[src/rtl/audio_pkg.sv]
// audio_pkg: shared types and constants for the tone/PWM audio path.
//   tone_state_t   : tone computation FSM states (IDLE/DIV/MUL)
//   CLK_HZ_DEFAULT : default system clock frequency in Hz
//   NOTE_*         : note frequencies in Hz, C4..C6
//   DUTY_HALF      : 50% duty code for a 10-bit duty bus
package audio_pkg;

  typedef enum logic [1:0] {
    ST_IDLE = 2'd0,
    ST_DIV  = 2'd1,
    ST_MUL  = 2'd2
  } tone_state_t;

  localparam int unsigned CLK_HZ_DEFAULT = 100_000_000;

  localparam int unsigned NOTE_C4 = 262;
  localparam int unsigned NOTE_D4 = 294;
  localparam int unsigned NOTE_E4 = 330;
  localparam int unsigned NOTE_F4 = 349;
  localparam int unsigned NOTE_G4 = 392;
  localparam int unsigned NOTE_A4 = 440;
  localparam int unsigned NOTE_B4 = 494;
  localparam int unsigned NOTE_C5 = 524;
  localparam int unsigned NOTE_D5 = 588;
  localparam int unsigned NOTE_E5 = 660;
  localparam int unsigned NOTE_F5 = 698;
  localparam int unsigned NOTE_G5 = 784;
  localparam int unsigned NOTE_A5 = 880;
  localparam int unsigned NOTE_B5 = 988;
  localparam int unsigned NOTE_C6 = 1048;

  localparam int unsigned DUTY_HALF = 512;

endpackage

[src/rtl/seq_divider.sv]
// seq_divider: restoring divider computing CLK_HZ / i_divisor, one quotient
// bit per clock, exactly CNT_W clocks per division.
//   clk, rst    : clock, synchronous active-high reset
//   i_start     : load i_divisor and begin a division
//   i_divisor   : divisor (FREQ_W bits), sampled with i_start
//   o_done      : high during the final iteration; o_quotient is valid from
//                 the following cycle and holds until the next i_start
//   o_quotient  : result, saturated to all-ones on overflow, clamped to >= 2
module seq_divider
  import audio_pkg::*;
#(
  parameter int unsigned CLK_HZ = CLK_HZ_DEFAULT,
  parameter int unsigned FREQ_W = 32,
  parameter int unsigned CNT_W  = 27
) (
  input  logic              clk,
  input  logic              rst,
  input  logic              i_start,
  input  logic [FREQ_W-1:0] i_divisor,
  output logic              o_done,
  output logic [CNT_W-1:0]  o_quotient
);

  localparam int unsigned BIT_W = (CNT_W > 1) ? $clog2(CNT_W) : 1;
  localparam int unsigned REM_W = FREQ_W + 1;
  localparam logic [63:0] DIVIDEND = 64'(CLK_HZ);
  // Dividend bits above the quotient width seed the remainder; if they alone
  // reach the divisor the quotient cannot fit in CNT_W bits.
  localparam logic [63:0] DIV_HI = DIVIDEND >> CNT_W;
  localparam logic [CNT_W-1:0] DIV_LO = DIVIDEND[CNT_W-1:0];

  logic              r_busy;
  logic              r_ovf;
  logic [BIT_W-1:0]  r_bit;
  logic [REM_W-1:0]  r_rem;
  logic [CNT_W-1:0]  r_q;
  logic [FREQ_W-1:0] r_divisor;

  logic [REM_W-1:0]  w_shift;
  logic              w_ge;
  logic [REM_W-1:0]  w_rem_next;

  always_comb begin
    w_shift    = {r_rem[REM_W-2:0], DIV_LO[r_bit]};
    w_ge       = (w_shift >= {1'b0, r_divisor});
    w_rem_next = w_ge ? (w_shift - {1'b0, r_divisor}) : w_shift;
    o_done     = r_busy && (r_bit == '0);
    if (r_ovf) begin
      o_quotient = '1;
    end else if (r_q < CNT_W'(2)) begin
      o_quotient = CNT_W'(2);
    end else begin
      o_quotient = r_q;
    end
  end

  always_ff @(posedge clk) begin
    if (rst) begin
      r_busy    <= 1'b0;
      r_ovf     <= 1'b0;
      r_bit     <= '0;
      r_rem     <= '0;
      r_q       <= '0;
      r_divisor <= '0;
    end else if (i_start) begin
      r_busy    <= 1'b1;
      r_ovf     <= (DIV_HI >= 64'(i_divisor));
      r_bit     <= BIT_W'(CNT_W - 1);
      r_rem     <= {1'b0, DIV_HI[FREQ_W-1:0]};
      r_q       <= '0;
      r_divisor <= i_divisor;
    end else if (r_busy) begin
      r_rem <= w_rem_next;
      r_q   <= {r_q[CNT_W-2:0], w_ge};
      if (r_bit == '0) begin
        r_busy <= 1'b0;
      end else begin
        r_bit <= r_bit - BIT_W'(1);
      end
    end
  end

endmodule

[src/rtl/tone_pwm_synth.sv]
// tone_pwm_synth: turns a note frequency (Hz) and duty code into a square/PWM
// waveform. Period = CLK_HZ / freq (sequential divider), high time =
// (period * duty) >> DUTY_W (sequential shift-add). New settings are adopted
// only at a period boundary (or immediately when muted).
//   clk, rst      : clock, synchronous active-high reset
//   freq_i        : tone frequency in Hz, 0 = mute
//   duty_i        : duty code, fraction = duty_i / 2^DUTY_W
//   freq_valid_i  : load request, samples freq_i and duty_i
//   busy_o        : divide or multiply in progress
//   pwm_o         : audio output
//   period_o      : active period in clocks, 0 when muted
// Optional build macro TONE_AUTO_RELOAD_EN: when defined, any change of
// freq_i/duty_i versus the last accepted request self-issues a load.
module tone_pwm_synth
  import audio_pkg::*;
#(
  parameter int unsigned CLK_HZ = CLK_HZ_DEFAULT,
  parameter int unsigned FREQ_W = 32,
  parameter int unsigned DUTY_W = 10,
  parameter int unsigned CNT_W  = 27
) (
  input  logic              clk,
  input  logic              rst,
  input  logic [FREQ_W-1:0] freq_i,
  input  logic [DUTY_W-1:0] duty_i,
  input  logic              freq_valid_i,
  output logic              busy_o,
  output logic              pwm_o,
  output logic [CNT_W-1:0]  period_o
);

  localparam int unsigned ACC_W  = CNT_W + DUTY_W;
  localparam int unsigned DBIT_W = (DUTY_W > 1) ? $clog2(DUTY_W) : 1;

  tone_state_t        r_state;
  logic               r_busy;
  logic [DUTY_W-1:0]  r_duty;
  logic [DBIT_W-1:0]  r_dbit;
  logic [ACC_W-1:0]   r_acc;
  logic               r_pending;
  logic [CNT_W-1:0]   r_pend_period;
  logic [CNT_W-1:0]   r_pend_high;
  logic [CNT_W-1:0]   r_period;
  logic [CNT_W-1:0]   r_high;
  logic [CNT_W-1:0]   r_cnt;
  logic               r_pwm;

  logic               w_req;
  logic               w_accept;
  logic               w_div_start;
  logic               w_div_done;
  logic [CNT_W-1:0]   w_quot;
  logic [ACC_W-1:0]   w_acc_next;
  logic               w_wrap;
  logic               w_adopt;

`ifdef TONE_AUTO_RELOAD_EN
  logic [FREQ_W-1:0] r_last_freq;
  logic [DUTY_W-1:0] r_last_duty;

  always_comb begin
    w_req = freq_valid_i || (freq_i != r_last_freq) || (duty_i != r_last_duty);
  end

  always_ff @(posedge clk) begin
    if (rst) begin
      r_last_freq <= '0;
      r_last_duty <= '0;
    end else if (w_accept) begin
      r_last_freq <= freq_i;
      r_last_duty <= duty_i;
    end
  end
`else
  always_comb begin
    w_req = freq_valid_i;
  end
`endif

  seq_divider #(
    .CLK_HZ (CLK_HZ),
    .FREQ_W (FREQ_W),
    .CNT_W  (CNT_W)
  ) u_div (
    .clk        (clk),
    .rst        (rst),
    .i_start    (w_div_start),
    .i_divisor  (freq_i),
    .o_done     (w_div_done),
    .o_quotient (w_quot)
  );

  always_comb begin
    w_accept    = (r_state == ST_IDLE) && w_req;
    w_div_start = w_accept && (freq_i != '0);
    // MSB-first shift-add: after DUTY_W steps r_acc = period * duty.
    w_acc_next  = {r_acc[ACC_W-2:0], 1'b0}
                + (r_duty[r_dbit] ? {{DUTY_W{1'b0}}, w_quot} : '0);
    w_wrap      = (r_period != '0) && (r_cnt == r_period - CNT_W'(1));
    w_adopt     = r_pending && ((r_period == '0) || w_wrap);
  end

  // Run counter and compute FSM share r_pending: a result finishing in the
  // same cycle as an adoption overrides the pending slot (later NBA wins)
  // while the older pending values are the ones adopted.
  always_ff @(posedge clk) begin
    if (rst) begin
      r_state       <= ST_IDLE;
      r_busy        <= 1'b0;
      r_duty        <= '0;
      r_dbit        <= '0;
      r_acc         <= '0;
      r_pending     <= 1'b0;
      r_pend_period <= '0;
      r_pend_high   <= '0;
      r_period      <= '0;
      r_high        <= '0;
      r_cnt         <= '0;
      r_pwm         <= 1'b0;
    end else begin
      if (w_adopt) begin
        r_period  <= r_pend_period;
        r_high    <= r_pend_high;
        r_cnt     <= '0;
        r_pending <= 1'b0;
      end else if ((r_period == '0) || w_wrap) begin
        r_cnt <= '0;
      end else begin
        r_cnt <= r_cnt + CNT_W'(1);
      end
      r_pwm <= (r_cnt < r_high);

      case (r_state)
        ST_IDLE: begin
          if (w_accept) begin
            r_duty <= duty_i;
            if (freq_i == '0) begin
              r_pending     <= 1'b1;
              r_pend_period <= '0;
              r_pend_high   <= '0;
            end else begin
              r_state <= ST_DIV;
              r_busy  <= 1'b1;
            end
          end
        end
        ST_DIV: begin
          if (w_div_done) begin
            r_state <= ST_MUL;
            r_dbit  <= DBIT_W'(DUTY_W - 1);
            r_acc   <= '0;
          end
        end
        ST_MUL: begin
          r_acc <= w_acc_next;
          if (r_dbit == '0) begin
            r_state       <= ST_IDLE;
            r_busy        <= 1'b0;
            r_pending     <= 1'b1;
            r_pend_period <= w_quot;
            r_pend_high   <= w_acc_next[ACC_W-1:DUTY_W];
          end else begin
            r_dbit <= r_dbit - DBIT_W'(1);
          end
        end
        default: begin
          r_state <= ST_IDLE;
          r_busy  <= 1'b0;
        end
      endcase
    end
  end

  assign busy_o   = r_busy;
  assign pwm_o    = r_pwm;
  assign period_o = r_period;

endmodule

[config.mk]
export PLATFORM = sky130hd
export DESIGN_NAME = tone_pwm_synth
export DESIGN_NICKNAME = d
export VERILOG_FILES = /design/src/rtl/audio_pkg.sv /design/src/rtl/seq_divider.sv /design/src/rtl/tone_pwm_synth.sv
export SDC_FILE = /design/constraint.sdc
export NUM_CORES = 1
export LEC_CHECK = 0
export CAP_MARGIN = 5
export CORE_ASPECT_RATIO = 1.2
export CORE_MARGIN = 4
export CORE_UTILIZATION = 40
export DETAILED_ROUTE_END_ITERATION = 7
export GPL_TIMING_DRIVEN = 0
export MAX_ROUTING_LAYER = met4
export SYNTH_ARGS = -nofsm -noshare
export SYNTH_HDL_FRONTEND = slang
export SYNTH_SLANG_ARGS = --single-unit
[constraint.sdc]
create_clock -name clk -period 4.5 [get_ports clk]
set_input_delay 0.9 -clock clk [delete_from_list [all_inputs] [get_ports clk]]
set_output_delay 0.9 -clock clk [all_outputs]
set_load 0.03 [all_outputs]
==> reports/metrics.cfg <==
[global_route]
busiest_layer = met2
grt_max_degree = 13
antenna_found_initial = 0
met1_usage_pct = 24.0
grt_pass1_wl_um = 74700
groute.usage.overall_pct = 21.5
grtUsageMet3_pct = 3.39
globalRouteMet2Util_pct = 36.6
grt_pass1_vias = 14300
grt-ovfl-total = 0

[routing]
vias = 14600
ant_nets = 0
wl_per_cell_um = 17.6
drc = 0
wl_um = 46900
post_drt_via_cell_ratio = 5.50
first_iter_violations = 776
firstDrtPassIters = 5

[clock_tree]
cts.reportedPaths.clkPinSlew_ns = 0.06
cts_inserted_buffers = 35
clk-insertion-delay-late_ns = 0.53
numClockSinks = 288
cts.path.max_buffers = 3
cts_hold_buf = 0
cts_tree = yes
cts_root_buffer = clkbuf_16
cts_max_level = 2

[yosys]
ys_top_cells_by_area = dfxtp_1 (36%), ha_1 (6.8%), a21oi_1 (5.7%)
synth_warnings = 0
async_flop_share_pct = 0
yosysMostFrequentCell = dfxtp_1
yosys.area.top_type_share_pct = 35.7
avgSynthCellArea_um2 = 8.10
ys_types = 76
synth-edff-count = 0
yosysTopAreaCell = dfxtp_1
synth-seq-area-share_pct = 35.7
synthCells = 1994
ys.flop_type = dfxtp_1
syn-num-nets = 2129
syn-cell-area_um2 = 16100
synthTopCellsByCount = dfxtp_1 (288), nand2_1 (202), a21oi_1 (185)
ys_ff_latch = 288

[layout]
nets = 2241
antenna_cells = 0
drive_above_1_share_pct = 5.35
stdcell_count = 2663
areaGrowthSynthToFinish_pct = 16.7

[worst_setup_path]
worstPathArrival_ns = 4.75
crit_required_ns = 4.94
critPathLaunchType = register
worstSetupPathType = reg2reg
path_max_fanout = 7
end_kind = register

[placed_design]
hpwl_um = 36500
gp_congestion = 0.925
portBuffers = 73
placedCellCount = 2600

[timing]
tightest_slew_ns = 1.16
setup_violations = 0
rsz0062_at_grt = false
finalHoldViolCount = 0
max_slew_margin_pct = 21.5
fin_skew_ns = 0.0213
max_freq_mhz = 232
slew_viol_final = 0
post-route-period-util_pct = 95.7
fin_crit_ns = 4.31

[pwr]
power.leakage_nw = 7.15
total_power_w = 0.00671
ir_drop_mv = 0.213
p_per_area_nw_per_um2 = 356

[flow_run]
maxCapViolCount = 0

[floorplan]
core_um2 = 39800
die_w_um = 191
dieArea_um2 = 43700
initial_utilization_pct = 40.5
row_count = 80
die_h_um = 228
ioPinCount = 74

[run_status]
status = finished, final reports clean

[hold_path]
hp-class = reg2reg

-- timing repair --
| item | 4_1_cts | 5_1_grt |
|---|---|---|
| setup buffers | 2 | 2 |
| setup endpoints to repair | 51 | 50 |
| hold endpoints to repair | 0 | 0 |
| pin swaps | 1 | 2 |
| gates resized for setup | 10 | 7 |
-- final cells by class --
class | instances | area (um2)
Buffer | 111 | 453
Clock buffer | 48 | 1050
Clock inverter | 13 | 165
Fill cell | 4047 | 21000
Inverter | 88 | 330
Multi-Input combinational cell | 1505 | 9650
Sequential cell | 288 | 5770
Tap cell | 533 | 667
Timing Repair Buffer | 77 | 761
-- routing by layer --
layer	part of all wire [%]	up-vias
met1	41	6814
met5	0	-
li1	-	7300
met3	4.6	151
met4	6.5	0
met2	48	378
-- worst max-delay path, cell delays in order, from the launching register on --
cell and delay, ns:
dfxtp_4 0.40, mux4_2 0.50, mux2i_1 0.14, nor2_1 0.08, a21oi_4 0.23, nor2b_1 0.08
ha_1 0.24, fa_2 0.38, a21oi_2 0.17, nand4b_1 0.16, a21boi_1 0.16, a221o_1 0.40
o221ai_2 0.19, a21oi_2 0.13, or4b_2 0.61, and3_1 0.20, o21ai_0 0.14
-- power by group --
group	internal, W	switching [W]	total (W)	leakage [nW]
registers	0.00260	0.0000406	0.00265	2.33
clock network	0.00180	0.00112	0.00292	0.588
logic	0.000496	0.000652	0.00115	4.23
total	0.00490	0.00181	0.00671	7.15
-- cells in the final DEF (no fill, tap or decap), drive strengths merged, types with 7 or more instances in the layout --
master and count:
ha 88, a31oi 13, and3 21, nand4 18
o21a 9, nor2 166, clkdlybuf4s50 73, o22ai 7
a21oi 185, o31ai 37, nand3 50, a211oi 13
a22oi 11, nor2b 16, nand2 202, nand2b 48
o21bai 9, nor3b 10, dfxtp 288, mux2i 54
buf 22, clkbuf 141, nor4 32, nand3b 62
or4 7, nor3 41, xnor2 78, o21ai 138
inv 89, xor2 45, a21o 44, or3 8
or2 8
-- state kept, by name, indices dropped and copies added (netlist names) --
signal	count
u_div.r_q	27
period_o	27
pwm_o	1
u_div.r_rem	32
u_div.r_ovf	1
r_high	27
busy_o	1
u_div.r_divisor	32
r_pend_high	27
r_pend_period	27
r_acc	36
r_pending	1
r_duty	10
r_dbit	4
u_div.r_bit	5
r_cnt	27
r_state	2
u_div.r_busy	1
-- final timing paths --
check,from,end,slack (ns),cells after the start
setup reg to reg,r_dbit[0],r_acc[19],0.19,16
hold / removal,r_pend_high[2],r_pend_high[2],0.45,2
setup / recovery,r_dbit[0],r_acc[19],0.19,16
hold reg to reg,r_pend_high[2],r_pend_high[2],0.45,2
-- metrics by stage --
step                      setup TNS (ns)  instance area, um2  util (%)  setup WS, ns  hold WS, ns
after detailed placement          -16.75               17500      44.0        -0.819        0.445
final                                  0               18800      47.3         0.193        0.451
after floorplan                        0               16100         -        0.0425        0.425
after global placement            -15.14               17500      44.0        -0.797        0.442
after global routing                   0               18800      47.3        0.0266        0.466
after CTS                              0               18800      47.2        0.0623        0.453
-- kinds of logic (layout without fill, tap and decap cells) --
kind of cell    Yosys count  after routing  synth area share, %
mux                      58             58                 3.77
flops                   288            288                 35.7
simple gates            715            715                 22.3
buf+inv                 201            337                 4.88
xor+xnor                123            123                 6.67
fa+ha+maj                90             90                 7.07
compound gates          519            519                 19.6
Power figures use the tool's default switching activity.
